$ cat config.mk
export PLATFORM = sky130hd
export DESIGN_NAME = updown_sweep_ctrl
export DESIGN_NICKNAME = d
export VERILOG_FILES = /design/src/rtl/updown_sweep_ctrl.sv
export SDC_FILE = /design/constraint.sdc
export NUM_CORES = 1
export LEC_CHECK = 0
export ABC_CLOCK_PERIOD_IN_PS = 5300
export BUFFER_PORTS_ARGS = -buffer_cell sky130_fd_sc_hd__buf_2
export CAP_MARGIN = 20
export CORE_MARGIN = 3
export CORE_UTILIZATION = 45
export CTS_CLUSTER_SIZE = 30
export DETAILED_ROUTE_END_ITERATION = 7
export HOLD_SLACK_MARGIN = 0.05
export PLACE_DENSITY = 0.64
export SYNTH_ARGS = -nofsm -noshare
export SYNTH_HDL_FRONTEND = slang
export SYNTH_SLANG_ARGS = --single-unit
$ cat constraint.sdc
create_clock -name clk -period 5.3 [get_ports clk]
set_clock_uncertainty 0.15 [all_clocks]
set_input_delay 0.53 -clock clk [delete_from_list [all_inputs] [get_ports clk]]
set_output_delay 0.53 -clock clk [all_outputs]
set_load 0.02 [all_outputs]
$ cat src/rtl/updown_sweep_ctrl.sv
// Up/down sweep controller: counts lo..hi..lo for a latched number of round trips (0 = forever).
// Optional PAUSE_EN macro adds a pause input that freezes an active run.
module updown_sweep_ctrl #(
  parameter int WIDTH   = 4,
  parameter int SWEEP_W = 4
) (
  input  logic               clk,
  input  logic               rst,
  input  logic               start,
  input  logic [WIDTH-1:0]   lo,
  input  logic [WIDTH-1:0]   hi,
  input  logic [SWEEP_W-1:0] sweeps,
  input  logic               abort,
`ifdef PAUSE_EN
  input  logic               pause,
`endif
  output logic [WIDTH-1:0]   count,
  output logic               up_down,
  output logic               busy,
  output logic               done,
  output logic               err
);

  typedef enum logic [1:0] {IDLE, UP, DOWN} state_t;

  state_t             state;
  logic [WIDTH-1:0]   lo_l;
  logic [WIDTH-1:0]   hi_l;
  logic [SWEEP_W-1:0] sweeps_l;
  logic [SWEEP_W-1:0] sweep_cnt;
  logic [SWEEP_W-1:0] sweep_next;
  logic               step_en;

  assign sweep_next = sweep_cnt + SWEEP_W'(1);

`ifdef PAUSE_EN
  assign step_en = ~pause;
`else
  assign step_en = 1'b1;
`endif

  // NOTE: all state, including the outputs, uses non-blocking assignments so every
  // register samples pre-edge values and simulation matches the synthesized flops.
  always_ff @(posedge clk or negedge rst) begin
    if (!rst) begin
      state     <= IDLE;
      count     <= '0;
      up_down   <= 1'b0;
      busy      <= 1'b0;
      done      <= 1'b0;
      err       <= 1'b0;
      lo_l      <= '0;
      hi_l      <= '0;
      sweeps_l  <= '0;
      sweep_cnt <= '0;
    end else begin
      done <= 1'b0;
      err  <= 1'b0;
      case (state)
        IDLE: begin
          if (start) begin
            if (lo < hi) begin
              lo_l      <= lo;
              hi_l      <= hi;
              sweeps_l  <= sweeps;
              sweep_cnt <= '0;
              count     <= lo;
              state     <= UP;
              up_down   <= 1'b1;
              busy      <= 1'b1;
            end else begin
              err <= 1'b1;
            end
          end
        end

        UP: begin
          if (abort) begin
            state   <= IDLE;
            up_down <= 1'b0;
            busy    <= 1'b0;
          end else if (step_en) begin
            if (count != hi_l) begin
              count <= count + WIDTH'(1);
            end else begin
              count   <= count - WIDTH'(1);
              state   <= DOWN;
              up_down <= 1'b0;
            end
          end
        end

        DOWN: begin
          if (abort) begin
            state   <= IDLE;
            up_down <= 1'b0;
            busy    <= 1'b0;
          end else if (step_en) begin
            if (count != lo_l) begin
              count <= count - WIDTH'(1);
            end else if (sweeps_l != '0 && sweep_next == sweeps_l) begin
              state <= IDLE;
              busy  <= 1'b0;
              done  <= 1'b1;
            end else begin
              // Later round trips restart one above lo so lo is not emitted twice in a row.
              sweep_cnt <= sweep_next;
              count     <= lo_l + WIDTH'(1);
              state     <= UP;
              up_down   <= 1'b1;
            end
          end
        end

        default: begin
          state   <= IDLE;
          up_down <= 1'b0;
          busy    <= 1'b0;
        end
      endcase
    end
  end

endmodule

# After elaboration in Yosys (flattened, before gate mapping)
# Cells that the tools add are included.
totals:
  register_bits: 26
  in_bits: 16
  out_inout_bits: 8
  elab_cells: 85
op_classes:
  addsub: 4
  order_cmp: 1
  eq_ne: 17
  muxes: 42
  n_reduce_logical: 11
ops:
  columns: ["cell", "n"]
  rows:
  - ["two-way mux 4 bit", 12]
  - ["two-way mux 1 bit", 19]
  - ["inequality test 3 bit, second input constant", 5]
  - ["inequality test 2 bit, second input constant", 7]
  - ["adder 4 x 1 -> 4 bit, second input constant", 3]
  - ["two-way mux 2 bit", 6]
  - ["one-hot mux 4 bit (3 select lines)", 1]
  - ["AND reduction 6 bit", 2]
  - ["AND reduction 5 bit", 2]
  - ["inequality test 4 bit", 2]
  - ["one-hot mux 4 bit (2 select lines)", 1]
  - ["one-hot mux 1 bit (3 select lines)", 2]
  - ["one-hot mux 2 bit (3 select lines)", 1]
  - ["== test 4 bit", 1]
  - ["< comparator 4 bit", 1]
  - ["AND reduction 4 bit", 1]
  - ["nonzero test 4 bit", 1]
  - ["subtractor 4 x 1 -> 4 bit, second input constant", 1]
  - ["AND reduction 3 bit", 1]
  - ["nonzero test 3 bit", 1]
  - ["== test 2 x 1 -> 1 bit, second input constant", 1]
  - ["== test 2 bit, second input constant", 1]
  - ["zero test 2 bit", 1]
  - ["nonzero test 2 bit", 1]
  - ["logical AND 1 bit", 1]

# Longest topological paths before layout
logic_depth:
  depth_word: 7
  mapped_depth: 8
  depth_no_buf: 8

# Least setup slack after synthesis
# OpenSTA, ideal clock, no wires.
synth_path:
  path_kind: "input to register"
  from: "in hi[1]"
  to: "reg count[1]"
  setup_ns: 0.125
  arrival_ns: 2.026
  slack_ns: 2.999
  stages: 7
  path_buffers: 0
  path_cell_list: "inv_1 > ha_1 > a211oi_1 > o21ba_2 > a21o_1 > nor3b_4 > mux2_2"
synth_via:
  elab_chain_len: 3
synth_lines:
  columns: ["item", "line", "source"]
  rows:
  - ["start, declared", "11", "input logic [WIDTH-1:0] hi,"]
  - ["< comparator 4 bit", "62", "if (lo < hi) begin"]
  - ["inequality test 2 bit (no line)", null, null]
  - ["AND reduction 6 bit (no line)", null, null]
  - ["end signal, assigned", "67", "count <= lo;"]
  - ["end signal, assigned", "84", "count <= count + WIDTH'(1);"]
  - ["end signal, assigned", "86", "count <= count - WIDTH'(1);"]
  - ["end, declared", "17", "output logic [WIDTH-1:0] count,"]
# No other way between the ends.
# A chain may end at the register's enable or synchronous reset.

# Final worst setup path
layout_path:
  from: "reg count[2]"
  to: "reg sweep_cnt[0]"
layout_via:
  elab_chain_len: 3
layout_lines:
  columns: ["item", "line", "source"]
  rows:
  - ["inequality test 4 bit", "99", "if (count != lo_l) begin"]
  - ["inequality test 2 bit (no line)", null, null]
  - ["AND reduction 6 bit (no line)", null, null]
  - ["end signal, assigned", "107", "sweep_cnt <= sweep_next;"]
  - ["end, declared", "30", "logic [SWEEP_W-1:0] sweep_cnt;"]
# No other way between the ends.

==> impl_metrics.py <==
metrics = {
    "status": {
        "status": "finished, final reports clean",
    },
    "synth": {
        "synth_mux_area_share_pct": 12.2,
        "synth.distinct_cells": 44,
        "synth_area_mm2": 0.00180,
        "synth_edf_count": 0,
        "async_reset_ff_share_pct": 100,
        "yosys.area_share.simple_pct": 14.3,
        "yosys_warnings": 0,
        "synth_compound_area_share_pct": 15.7,
        "synth_fa_ha_area_share_pct": 7.67,
        "ys_ff_latch": 26,
        "syn_inst": 175,
        "syn-num-nets": 202,
        "avgSynthCellArea_um2": 10.3,
        "synthXorXnorAreaFrac_pct": 9.20,
        "dominantRegCellSynth": "dfrtp_1",
        "synth-seq-area-share_pct": 36.2,
        "synth_top_family_by_area": "compound AO/OA/AOI/OAI gates",
    },
    "sta": {
        "setup_violations": 0,
        "min_period_over_period_pct": 45.9,
        "tns_ps": 0,
        "rsz0062_at_grt": "false",
        "fmax_ghz": 0.411,
        "slew_violations": 0,
        "relSlewSlack_pct": 59.0,
        "period_needed_ps": 2430,
        "hold_viol": 0,
        "hold_ws_ps": 103,
        "tightest_slew_ps": 613,
    },
    "floorplanning": {
        "core_region_area_mm2": 0.00374,
        "dieArea_mm2": 0.00478,
        "rows": 22,
        "die_x_um": 69.2,
        "die_height_um": 69.2,
        "initial_core_util_pct": 48.0,
        "ios": 24,
    },
    "placement": {
        "io_buffers": 23,
        "dp_hpwl_um": 2900,
        "place.gp.congestion": 0.857,
    },
    "setup_path": {
        "crit_arrival_ps": 2430,
        "critPathKind": "flip-flop to flip-flop",
        "start_kind": "flip-flop",
        "cp_max_fo": 11,
        "critPathRequiredTime_ps": 5290,
        "regToRegSetupSlack_ps": 2870,
        "cp-end-kind": "flip-flop",
    },
    "finish": {
        "multi_input_area_mm2": 0.00106,
        "layout.area.seq_um2": 651,
        "fillCellCount": 363,
        "final_util_pct": 53.8,
        "drive_gt1_share_pct": 24.9,
        "syn_to_final_growth_pct": 12.2,
        "nNetsFinal": 225,
        "diodes": 0,
    },
    "routing": {
        "ant_nets": 0,
        "drt_first_pass_iters": 4,
        "wl_per_cell_um": 15.3,
        "vias": 1361,
        "drt_wl_total_um": 3740,
        "vias_per_cell": 5.56,
        "drtIter0Drc": 73,
        "drcViolationCount": 0,
    },
    "global_route": {
        "grt_overflow": 0,
        "grt_max_degree": 27,
        "grt_pass1_wl_um": 6460,
        "grt_usage_pct": 16.3,
        "antenna_found_initial": 0,
        "grt_pass1_vias": 1405,
    },
    "flow_run": {
        "maxCapViolations": 0,
    },
    "pwr": {
        "ir_drop_mv": 0.223,
        "power_density_mw_per_mm2": 592,
        "p_leak_nw": 0.893,
    },
    "cts": {
        "cts_tree": "built",
        "cts_buffer_depth": 2,
        "clock-sinks": 26,
        "cts_post_setup_buffers_inserted": 0,
        "insertion_delay_ps": 270,
        "htreeDepth": 1,
        "cts_buffers": 3,
        "cts_resized": 0,
        "cts.clk_slew.worst_paths_ps": 90,
        "cts_root_buf": "clkbuf_8",
        "cts_hold_buf": 0,
    },
    "hold_path": {
        "min_path_type": "input pin to asynchronous set/reset pin",
    },
}
-- flip-flops by register name, summed over array words and instances (netlist names) --
signal     flops
state          2
up_down        1
err            1
busy           1
sweeps_l       4
hi_l           4
done           1
lo_l           4
count          4
sweep_cnt      4
-- Yosys cell counts (2+ instances only) --
| cell type | n | share of area (%) |
|---|---|---|
| o211ai_1 | 2 | 0.84 |
| o21ba_2 | 2 | 1.1 |
| ha_1 | 11 | 7.7 |
| inv_1 | 15 | 3.1 |
| nor2_1 | 7 | 1.5 |
| a31oi_1 | 2 | 0.70 |
| xor2_1 | 6 | 2.9 |
| nor3_1 | 2 | 0.56 |
| nand2_1 | 11 | 2.3 |
| nand4_1 | 2 | 0.70 |
| nand3b_1 | 5 | 2.1 |
| o21bai_1 | 2 | 0.84 |
| clkbuf_1 | 3 | 0.63 |
| nor2b_1 | 2 | 0.70 |
| mux2i_1 | 8 | 4.5 |
| a21o_1 | 2 | 0.84 |
| nand2b_1 | 3 | 1.0 |
| o221ai_1 | 3 | 1.5 |
| nand3_1 | 7 | 2.0 |
| mux2_2 | 11 | 6.9 |
| dfrtp_1 | 26 | 36 |
| a21oi_1 | 4 | 1.1 |
| xnor2_1 | 11 | 5.4 |
| o21ai_0 | 8 | 2.2 |
-- metrics by stage --
step	instance area [um^2]	setup slack [ps]	cells	power [mW]
finish	2010	2870	245	1.19
global placement	1940	2760	241	1.01
floorplan	1800	3000	175	0.896
global route	2010	2640	245	1.29
detailed placement	1940	2670	241	1.04
CTS	2010	2860	245	1.20
-- worst paths after layout --
check / from / endpoint / cells past startpoint
worst max register to register: count[2] / sweep_cnt[0] / 6
max in group asynchronous: rst / lo_l[2] / 1
worst max-delay path: count[2] / sweep_cnt[0] / 6
min in group clk: sweeps[1] / sweeps_l[1] / 2
worst min-delay path: rst / up_down / 1
worst min register to register: hi_l[2] / hi_l[2] / 2
-- worst max-delay path: stages, from the launching register on --
cell      delay [ps]
dfrtp_1          550
xor2_2           230
nor4_4           520
nand2_1          170
o21bai_1         260
a21boi_2         270
o221ai_1         150
-- power by group --
group / internal [mW] / leakage (nW) / switching [mW]
registers: 0.277 / 0.323 / 0.102
clock network: 0.101 / 0.0357 / 0.0632
logic: 0.309 / 0.534 / 0.339
total: 0.688 / 0.893 / 0.504
-- per-layer routing --
layer,wire length (um),GRT usage (%),vias to the layer above
li1,-,-,667
met1,1800,22.3,667
met2,1780,26.5,25
met3,142,3.79,2
met4,24,3.04,0
met5,0,0,-
-- logic make-up (layout without fill, tap and decap cells) --
logic type,Yosys count,count (layout)
flops,26,26
compound gates,36,36
simple gates,44,44
fa+ha+maj,11,11
xor+xnor,18,18
buf+inv,20,42
mux,20,20
-- cell usage in the layout (no fill, tap or decap), drive strengths merged, types with 4 or more instances in the layout --
cell type  Yosys  layout
a21oi          4       4
mux2          12      12
nand3          7       7
buf            2      23
mux2i          8       8
nand2         11      11
dfrtp         26      26
inv           15      15
xor2           7       7
xnor2         11      11
nand3b         5       5
nor2           7       7
ha            11      11
o21ai          8       8
-- area by class of cell --
type | instances | area share, %
clock buffer | 3 | 2.05
clock inverter | 1 | 1.49
tap | 48 | 2.98
timing repair buffer | 23 | 5.71
sequential | 26 | 32.3
multi-input combinational | 129 | 52.7
inverter | 15 | 2.80
No activity file was read; power rests on OpenSTA's default activity.
